===== src/rtl/mult_product_accumulator.sv =====
// mult_product_accumulator: sums N_TERMS consecutive 16-bit products from the
// upstream multiplier into an ACC_W-bit word and hands the result downstream
// over a valid/ready handshake. A sticky flag records any carry out of the
// accumulator MSB within the current frame.
module mult_product_accumulator #(
  parameter int N_TERMS = 4,
  parameter int ACC_W   = 20
) (
  input  logic             clk,
  input  logic             rst_n,
  input  logic [15:0]      prod_i,
  input  logic             prod_valid_i,
  output logic             prod_ready_o,
  input  logic             clear_i,
  output logic [ACC_W-1:0] acc_o,
  output logic             acc_valid_o,
  input  logic             acc_ready_i,
  output logic [4:0]       count_o,
  output logic             ovf_o
);

  typedef enum logic [1:0] {
    IDLE  = 2'd0,
    ACCUM = 2'd1,
    DONE  = 2'd2
  } state_t;

  localparam int         SUM_W      = ACC_W + 1;
  localparam logic [4:0] LAST_COUNT = 5'(N_TERMS);

  state_t           state;
  state_t           state_next;
  logic [ACC_W-1:0] acc;
  logic [4:0]       count;
  logic             ovf;
  logic             accept;
  logic [SUM_W-1:0] sum_wide;
  logic [4:0]       count_inc;

  // Unsigned add one bit wider than the accumulator; the MSB is the carry-out.
  function automatic logic [SUM_W-1:0] add_wide(input logic [ACC_W-1:0] a,
                                                input logic [15:0]      b);
    return SUM_W'(a) + SUM_W'(b);
  endfunction

  // Handshake outputs decode the state register only, so no input reaches them.
  assign prod_ready_o = (state != DONE);
  assign acc_valid_o  = (state == DONE);
  assign acc_o        = acc;
  assign count_o      = count;
  assign ovf_o        = ovf;

  assign accept    = prod_valid_i & prod_ready_o;
  assign sum_wide  = add_wide(acc, prod_i);
  assign count_inc = count + 5'd1;

  // State register.
  always_ff @(posedge clk or negedge rst_n) begin
    if (!rst_n) begin
      state <= IDLE;
    end else begin
      state <= state_next;
    end
  end

  // Next-state logic; clear overrides every other event.
  always_comb begin
    state_next = state;
    if (clear_i) begin
      state_next = IDLE;
    end else begin
      case (state)
        IDLE: begin
          if (accept) begin
            state_next = (N_TERMS == 1) ? DONE : ACCUM;
          end
        end
        ACCUM: begin
          if (accept && (count_inc == LAST_COUNT)) begin
            state_next = DONE;
          end
        end
        DONE: begin
          if (acc_ready_i) begin
            state_next = IDLE;
          end
        end
        default: state_next = IDLE;
      endcase
    end
  end

  // Accumulator, term counter and sticky overflow; acc/ovf survive the result
  // handshake and are only replaced by the first product of the next frame.
  always_ff @(posedge clk or negedge rst_n) begin
    if (!rst_n) begin
      acc   <= '0;
      count <= '0;
      ovf   <= 1'b0;
    end else if (clear_i) begin
      acc   <= '0;
      count <= '0;
      ovf   <= 1'b0;
    end else begin
      case (state)
        IDLE: begin
          if (accept) begin
            acc   <= ACC_W'(prod_i);
            count <= 5'd1;
            ovf   <= 1'b0;
          end
        end
        ACCUM: begin
          if (accept) begin
            acc   <= sum_wide[ACC_W-1:0];
            count <= count_inc;
            ovf   <= ovf | sum_wide[ACC_W];
          end
        end
        DONE: begin
          if (acc_ready_i) begin
            count <= '0;
          end
        end
        default: begin
          count <= '0;
        end
      endcase
    end
  end

endmodule

===== config.mk =====
export PLATFORM = sky130hd
export DESIGN_NAME = mult_product_accumulator
export DESIGN_NICKNAME = d
export VERILOG_FILES = /design/src/rtl/mult_product_accumulator.sv
export SDC_FILE = /design/constraint.sdc
export NUM_CORES = 1
export LEC_CHECK = 0
export BUFFER_PORTS_ARGS = -buffer_cell sky130_fd_sc_hd__buf_2
export CORE_AREA = 2 2 53 80
export DETAILED_ROUTE_END_ITERATION = 8
export DIE_AREA = 0 0 55 82
export PLACE_DENSITY_LB_ADDON = 0.12
export SLEW_MARGIN = 20
export SYNTH_ARGS = -nofsm -noshare
export SYNTH_HDL_FRONTEND = slang
export SYNTH_SLANG_ARGS = --single-unit

===== constraint.sdc =====
create_clock -name clk -period 5.8 [get_ports clk]
set_input_delay 1.16 -clock clk [delete_from_list [all_inputs] [get_ports clk]]
set_output_delay 1.16 -clock clk [all_outputs]
set_load 0.05 [all_outputs]

# == After elaboration in Yosys (flattened, before gate mapping) ==
# Cells that the tools add are included.
# totals
regBits,28
out_inout_bits,28
# classes
reduce_logical,6
eq_ne,8
mux,18
addsub,2
bitwise,2
# op_table
cell,count
$mux 20,3
$pmux 20 s2,1
$add 20x16->21,1
$mux 5,4
$pmux 5 s3,1
$ne 3x3->1 const B,3
$reduce_and 3->1,3
$mux 2,4
$pmux 2 s3,1
$add 5x1->5 const B,1
$eq 5x3->1 const B,1
$mux 1,3
$ne 3x2->1 const B,1
$reduce_bool 3->1,1
$eq 2x1->1 const B,1
$eq 2x2->1 const B,1
$logic_not 2->1,1
$ne 2x2->1 const B,1
$pmux 1 s2,1
$and 1x1->1,1
$logic_and 1x1->1,1
$or 1x1->1,1

# == Longest topological paths before layout ==
# Gate-level depths: netlist of run 1.
# logic_depth
word_depth,6
depth_mapped,10

# == Worst setup path before layout of run 1 ==
# OpenSTA, ideal clock, no wires.
# synth_timing
path_type,input -> register
start,in prod_i[0]
end,reg acc[16] (netlist: acc_o[16])
cell_stages,10
path_slack_ps,2753
path_buffers,0
setup_ps,118
arrival_ps,2929
path_cell_list,ha_1 -> inv_1 -> fa_1 -> and2b_1 -> o211ai_2 -> a31oi_1 -> a32oi_1 -> o21ai_1 -> o21bai_1 -> a21o_1
# synth_between
elab_chain_cells,4
# synth_rtl
item,line,text
"start, declared",11,"input logic [15:0] prod_i,"
$add 20x16->21,43,return SUM_W'(a) + SUM_W'(b);
$mux 20,114,if (accept) begin
$pmux 20 s2,105,case (state)
$mux 20,100,end else if (clear_i) begin
"end signal, assigned",108,acc <= ACC_W'(prod_i);
"end signal, assigned",115,acc <= sum_wide[ACC_W-1:0];
"end, declared",33,logic [ACC_W-1:0] acc;
# No other way between the ends. The select of a mux whose other input is x is not followed.
# A chain may end at the register's enable or synchronous reset.

# == Worst setup path in the final report of run 1 ==
# Ends and elaborated chain as after synthesis.

==> out/results.tsv, run 1 <==
stage	metric	value	unit
cells_and_area	fin area	0.00239	sq mm
route	met1 WL	2020	microns
pwr	Pwr Total	0.629	mW
cells_and_area	share of post-route cells with drive strength above 1	21.9	%
cells_and_area	synth-to-layout area growth	16.3	%
yosys	Yosys reg bits	28	
clocking	CTS Hold Bufs	0	
global_route	GRT Util Overall	22.6	%
yosys	Syn Area/Cell	8.67	sq um
route	drt drc	0	
global_route	initial antenna violation count	0	
pwr	Clk pwr share	19.9	%
yosys	ys flop type	dfrtp_1	
pwr	Psw	0.262	mW
clocking	Root Buffer Master	clkbuf_8	
die	Initial Util	53.3	%
timing	Tcrit/Tclk final	55.0	%
min_path	Hold Path End	ovf_o	
timing	Setup TNS	0	ps
timing	Max-slew headroom	54.9	%
critical_path	CP startpoint kind	primary input	
critical_path	Reg2Reg Capture Point	acc_o[16]	
global_route	vias in the first global route	1845	
cells_and_area	multi-input logic area	0.00129	sq mm
clocking	Clock Path Buffers	2	
pwr	Lkg Pwr	1.18	nW
clocking	CTS sink cnt	28	
critical_path	largest fanout on the critical path	5	
timing	Final Hold Viols	0	
cells_and_area	leading cell type in the layout, fill and taps excluded	buf_2	
die	Ports	49	
min_path	Worst Hold Depth	2	
clocking	Worst-path clk slew	100	ps
clocking	Worst-Skew Late Latency	270	ps
timing	worst slew pin tran	676	ps
die	DIE WIDTH	55	microns
yosys	YS warnings	0	
pwr	part of the power in combinational logic	43.5	%
clocking	CTS Buf Count	3	
route	DR WL met2	2430	microns
placement	Post-DP Area	0.00233	sq mm
pwr	Power per Cell Area	263	mW/mm^2
critical_path	origin of the critical flop-to-flop path	acc_o[0]	
placement	port bufs	48	
clocking	setup bufs post-CTS	0	
route	1st-iter DRT viols	63	
global_route	largest net degree at the start of global routing	29	
yosys	syn nets	277	
pwr	Cell Int Power	0.367	mW
critical_path	crit end category	flop	
critical_path	R2R Setup Slk	3190	ps
timing	Max Clock Freq	313	MHz
cells_and_area	Final Util	62.0	%
timing	fin crit period	3190	ps
yosys	number of flops mapped to enable cells by yosys	0	
pwr	sw frac	41.7	%
route	highest routed metal layer	met4	
die	core footprint	0.00385	sq mm
pwr	Max VDD drop	0.194	mV
route	DRT Pass-1 Iters	4	
cells_and_area	FILL cells	390	
route	routed vias	1896	
yosys	Syn Inst Count	237	
min_path	HP Class	reg2reg	
clocking	CTS tree	yes	
timing	Clock Skew	2.47	ps
critical_path	Critical Setup Path Class	in2reg	
placement	GP Congestion	0.827	
yosys	Synth async-reset ratio	100	%
placement	dpl hpwl	3490	microns
global_route	total grt overflow	0	
route	vias per inst	5.78	
status	outcome	finished clean	
critical_path	Req. time, crit path	6020	ps
cells_and_area	Final nets	324	
die	Site Rows	28	
min_path	beginning of the worst hold path	ovf_o	
cells_and_area	ANT cells	0	
route	WL met3	138	microns
yosys	sequential fraction of the synthesis area	34.1	%
route	DRT antenna net count	0	
yosys	Distinct cells, synth	44	
pwr	power share of the sequential group	36.6	%
critical_path	Critical Path AT	3410	ps
clocking	H-tree depth	1	
job	max-capacitance violation count	0	
cells_and_area	FF+latch area	701	sq um
timing	Slew Limit Fails	0	
die	chip height	82	microns
critical_path	worst-case reg-to-reg path depth	10	
critical_path	CP startpoint	prod_i[0]	
global_route	first-pass GRT wire length	7680	microns
yosys	Post-Syn Area	0.00205	sq mm
die	Die ar.	0.00451	sq mm
timing	# setup viols final	0	
timing	Hold WS	517	ps
clocking	post-CTS sizing	0	
route	total length of routed wires	4630	microns
route	DR WL/cell	14.1	microns
timing	RSZ-0062 raised after global routing	false	
cells_and_area	most frequent cells in the layout	buf_2 (48), nand2_1 (31), dfrtp_1 (28)	
==> how the worst max path moves through the flow <==
stage / endpoint / slack, ps / depth (start not counted)
global placement: acc_o[16] / 2450 / 11
CTS: acc_o[16] / 2630 / 11
global route: acc_o[16] / 2360 / 11
floorplan: acc_o[16] / 2750 / 10
finish: acc_o[16] / 2610 / 11
detailed placement: acc_o[16] / 2350 / 11
==> through the flow <==
step	setup WS (ps)	instances
after floorplan	2750	237
after global placement	2450	324
after detailed placement	2350	324
after CTS	2630	328
after global routing	2360	328
final	2610	328
==> routing by layer <==
metal	vias up	track usage [%]
met4	0	7.32
met3	4	2.36
met1	890	27.7
li1	968	-
met5	-	0
met2	34	39.9
==> power by group through the flow <==
stage	clock network (mW)	logic (mW)	registers (mW)
floorplan	0	0.154	0.291
global placement	0	0.272	0.234
detailed placement	0	0.275	0.234
CTS	0.128	0.277	0.230
global route	0.133	0.304	0.234
finish	0.125	0.274	0.230
==> synthesized netlist by cell type, types with 3 or more instances <==
| library cell | n | area, sq um |
|---|---|---|
| xnor2_1 | 7 | 61.3 |
| nor3_1 | 7 | 35.0 |
| nand2_1 | 31 | 116 |
| o21ai_1 | 4 | 20.0 |
| nor2_1 | 9 | 33.8 |
| a211oi_1 | 3 | 22.5 |
| dfrtp_1 | 28 | 701 |
| o21bai_1 | 3 | 22.5 |
| clkbuf_1 | 6 | 22.5 |
| a21oi_1 | 18 | 90.1 |
| a22oi_1 | 10 | 75.1 |
| ha_1 | 18 | 225 |
| a21o_1 | 5 | 37.5 |
| nand2b_1 | 5 | 31.3 |
| xor2_1 | 8 | 70.1 |
| o21ai_0 | 26 | 130 |
| a22o_1 | 6 | 52.6 |
| inv_1 | 8 | 30.0 |
| nand3_1 | 4 | 20.0 |
==> cell families after synthesis <==
logic type	after synthesis	synth area share (%)
buf+inv	16	3.04
flops	28	34.1
xor+xnor	15	6.39
compound gates	92	29.2
fa+ha+maj	19	11.9
simple gates	67	15.3
==> final cells by class <==
cell class / count / area share (%)
clock buffers: 4 / 2.30
inverters: 8 / 1.26
repair buffers: 50 / 10.7
multi-input cells: 193 / 54.1
flip-flops and latches: 28 / 29.3
well taps: 45 / 2.36
==> flip-flops by register name, summed over array words and instances, names as in the netlist <==
| name | cells |
|---|---|
| count_o | 5 |
| acc_o | 20 |
| state | 2 |
| ovf_o | 1 |
==> critical path, stage by stage <==
cell,delay [ps]
buf_2,90
ha_1,190
inv_1,70
fa_1,400
and2b_1,240
o211ai_2,90
a31oi_1,320
a32oi_1,160
o21ai_1,330
nor3b_1,260
a21o_1,110
Note: power is estimated with default switching activity, not from simulation.
==> run 2, diff against run 1 <==
- CORE_AREA: 2 2 53 80 -> 2 2 56 85
- DIE_AREA: 0 0 55 82 -> 0 0 58 87
- clock period: 5.8 -> 2.88 ns (I/O delays scaled with it)
==> out/results.tsv, run 2 (synthesis results as in run 1) <==
stage	metric	value	unit	change
status	outcome	finished clean		
clocking	post-CTS sizing	0		unchanged
die	DIE WIDTH	58	microns	+5.5%
cells_and_area	max FFs per register	20		unchanged
critical_path	Req. time, crit path	3110	ps	-2910 ps
cells_and_area	most frequent cells in the layout	buf_2 (48), nand2_1 (31), dfrtp_1 (28)		
timing	Final Hold Viols	0		unchanged
global_route	initial antenna violation count	0		unchanged
cells_and_area	ANT cells	0		unchanged
pwr	part of the power in combinational logic	43.5	%	about the same
clocking	H-tree depth	1		unchanged
timing	Slew Limit Fails	0		unchanged
job	max-capacitance violation count	0		unchanged
pwr	Psw	0.534	mW	+100%
placement	port bufs	48		unchanged
global_route	vias in the first global route	1777		-3.7%
clocking	CTS tree	yes		
die	Die ar.	0.00505	sq mm	+12%
cells_and_area	leading cell type in the layout, fill and taps excluded	buf_2		
route	1st-iter DRT viols	38		-40%
route	vias per inst	5.64		-2.4%
timing	Setup TNS	0	ps	unchanged
route	DRT Pass-1 Iters	4		unchanged
critical_path	Critical Setup Path Class	reg2reg		
die	Initial Util	47.2	%	-6.1 points
cells_and_area	synth-to-layout area growth	17.9	%	
die	chip height	87	microns	+6.1%
clocking	Root Buffer Master	clkbuf_8		
critical_path	crit end category	flop		
pwr	power share of the sequential group	36.3	%	-0.3 points
clocking	CTS Hold Bufs	0		unchanged
cells_and_area	share of post-route cells with drive strength above 1	23.0	%	+1.1 points
die	core footprint	0.00435	sq mm	+13%
route	drt drc	0		unchanged
timing	Max Clock Freq	409	MHz	
clocking	setup bufs post-CTS	0		unchanged
timing	Hold WS	311	ps	-206 ps
clocking	CTS Buf Count	3		unchanged
global_route	first-pass GRT wire length	7910	microns	+3.0%
critical_path	CP startpoint kind	flop		
global_route	GRT Util Overall	20.0	%	-2.5 points
timing	Clock Skew	2.31	ps	-0.155 ps
critical_path	largest fanout on the critical path	5		unchanged
pwr	Max VDD drop	0.376	mV	+94%
route	DRT antenna net count	0		unchanged
critical_path	R2R Setup Slk	430	ps	-2760 ps
clocking	CTS sink cnt	28		unchanged
timing	fin crit period	2450	ps	
cells_and_area	Final nets	328		+1.2%
pwr	Clk pwr share	20.2	%	+0.3 points
die	Site Rows	30		+7.1%
route	total length of routed wires	4780	microns	+3.3%
placement	GP Congestion	0.788		-4.7%
route	DR WL/cell	14.3	microns	+1.2%
critical_path	worst-case reg-to-reg path depth	10		unchanged
placement	dpl hpwl	3610	microns	+3.7%
critical_path	origin of the critical flop-to-flop path	acc_o[0]		
timing	# setup viols final	0		unchanged
pwr	Power per Cell Area	527	mW/mm^2	+100%
timing	Tcrit/Tclk final	85.0	%	
pwr	Lkg Pwr	1.20	nW	+1.7%
timing	Max-slew headroom	55.8	%	+0.84 points
timing	worst slew pin tran	663	ps	-12.7 ps
route	routed vias	1890		-0.32%
critical_path	Reg2Reg Capture Point	acc_o[16]		
clocking	Clock Path Buffers	2		unchanged
min_path	HP Class	in2async		
clocking	Worst-Skew Late Latency	280	ps	about the same
critical_path	Critical Path AT	2680	ps	-730 ps
global_route	largest net degree at the start of global routing	29		unchanged
cells_and_area	Layout Cells excl Fill	335		+2.1%
pwr	Cell Int Power	0.743	mW	+100%
timing	RSZ-0062 raised after global routing	false		
pwr	sw frac	41.8	%	+0.091 points
global_route	total grt overflow	0		unchanged
placement	Inst Count DP	331		+2.2%
die	Ports	49		unchanged
clocking	Worst-path clk slew	100	ps	about the same
run 2: cell types whose count changed in the layout (fill, tap and decap cells not counted):
cell | previous run | this run
buf_4 | 2 | 6
run 2: power by group through the flow:
stage	Clock (mW)	Combinational, mW	Sequential, mW
floorplan	0	0.309	0.586
global placement	0	0.556	0.471
detailed placement	0	0.559	0.471
CTS	0.264	0.561	0.464
global route	0.280	0.614	0.470
finish	0.258	0.556	0.464
run 2: how the worst max path moves through the flow:
stage / from / to / slack, ps / depth (start not counted)
2_1_floorplan: acc_o[0] / acc_o[16] / 260 / 10
3_3_place_gp: prod_i[0] / acc_o[16] / 210 / 11
3_5_place_dp: prod_i[0] / acc_o[16] / 130 / 11
4_1_cts: acc_o[0] / acc_o[16] / 410 / 10
5_1_grt: acc_o[0] / acc_o[16] / 160 / 10
6_report: acc_o[0] / acc_o[16] / 430 / 10
run 2: routing by layer:
layer	routed length (microns)	up-vias	track usage, %
met2	2380	40	35.8
met3	207	5	2.38
met1	2140	875	24.6
li1	-	970	-
met4	61	0	6.34
met5	0	-	0
run 2: layout make-up:
| cell class | instances | area, sq um |
|---|---|---|
| Tap cell | 48 | 60.1 |
| Inverter | 8 | 30.0 |
| Clock buffer | 4 | 55.1 |
| Timing Repair Buffer | 54 | 285 |
| Fill cell | 420 | 1930 |
| Multi-Input combinational cell | 193 | 1290 |
| Sequential cell | 28 | 701 |
run 2: through the flow:
stage                     instance area (sq um)  worst slack, ps  total power, mW  utilization, %
final                                      2420              433             1.28            55.6
after floorplan                            2050              259            0.896               -
after global placement                     2370              207             1.03            54.4
after global routing                       2420              161             1.36            55.6
after detailed placement                   2370              131             1.03            54.4
after CTS                                  2420              409             1.29            55.6
run 2: worst max-delay path, cell delays in order, from the launching register on:
cell and delay (ps):
dfrtp_1 380, ha_1 200, inv_1 60, fa_1 390, and2b_1 240, o211ai_2 90
a31oi_1 230, a32oi_1 140, o21ai_1 310, nor3b_1 240, a21o_1 100
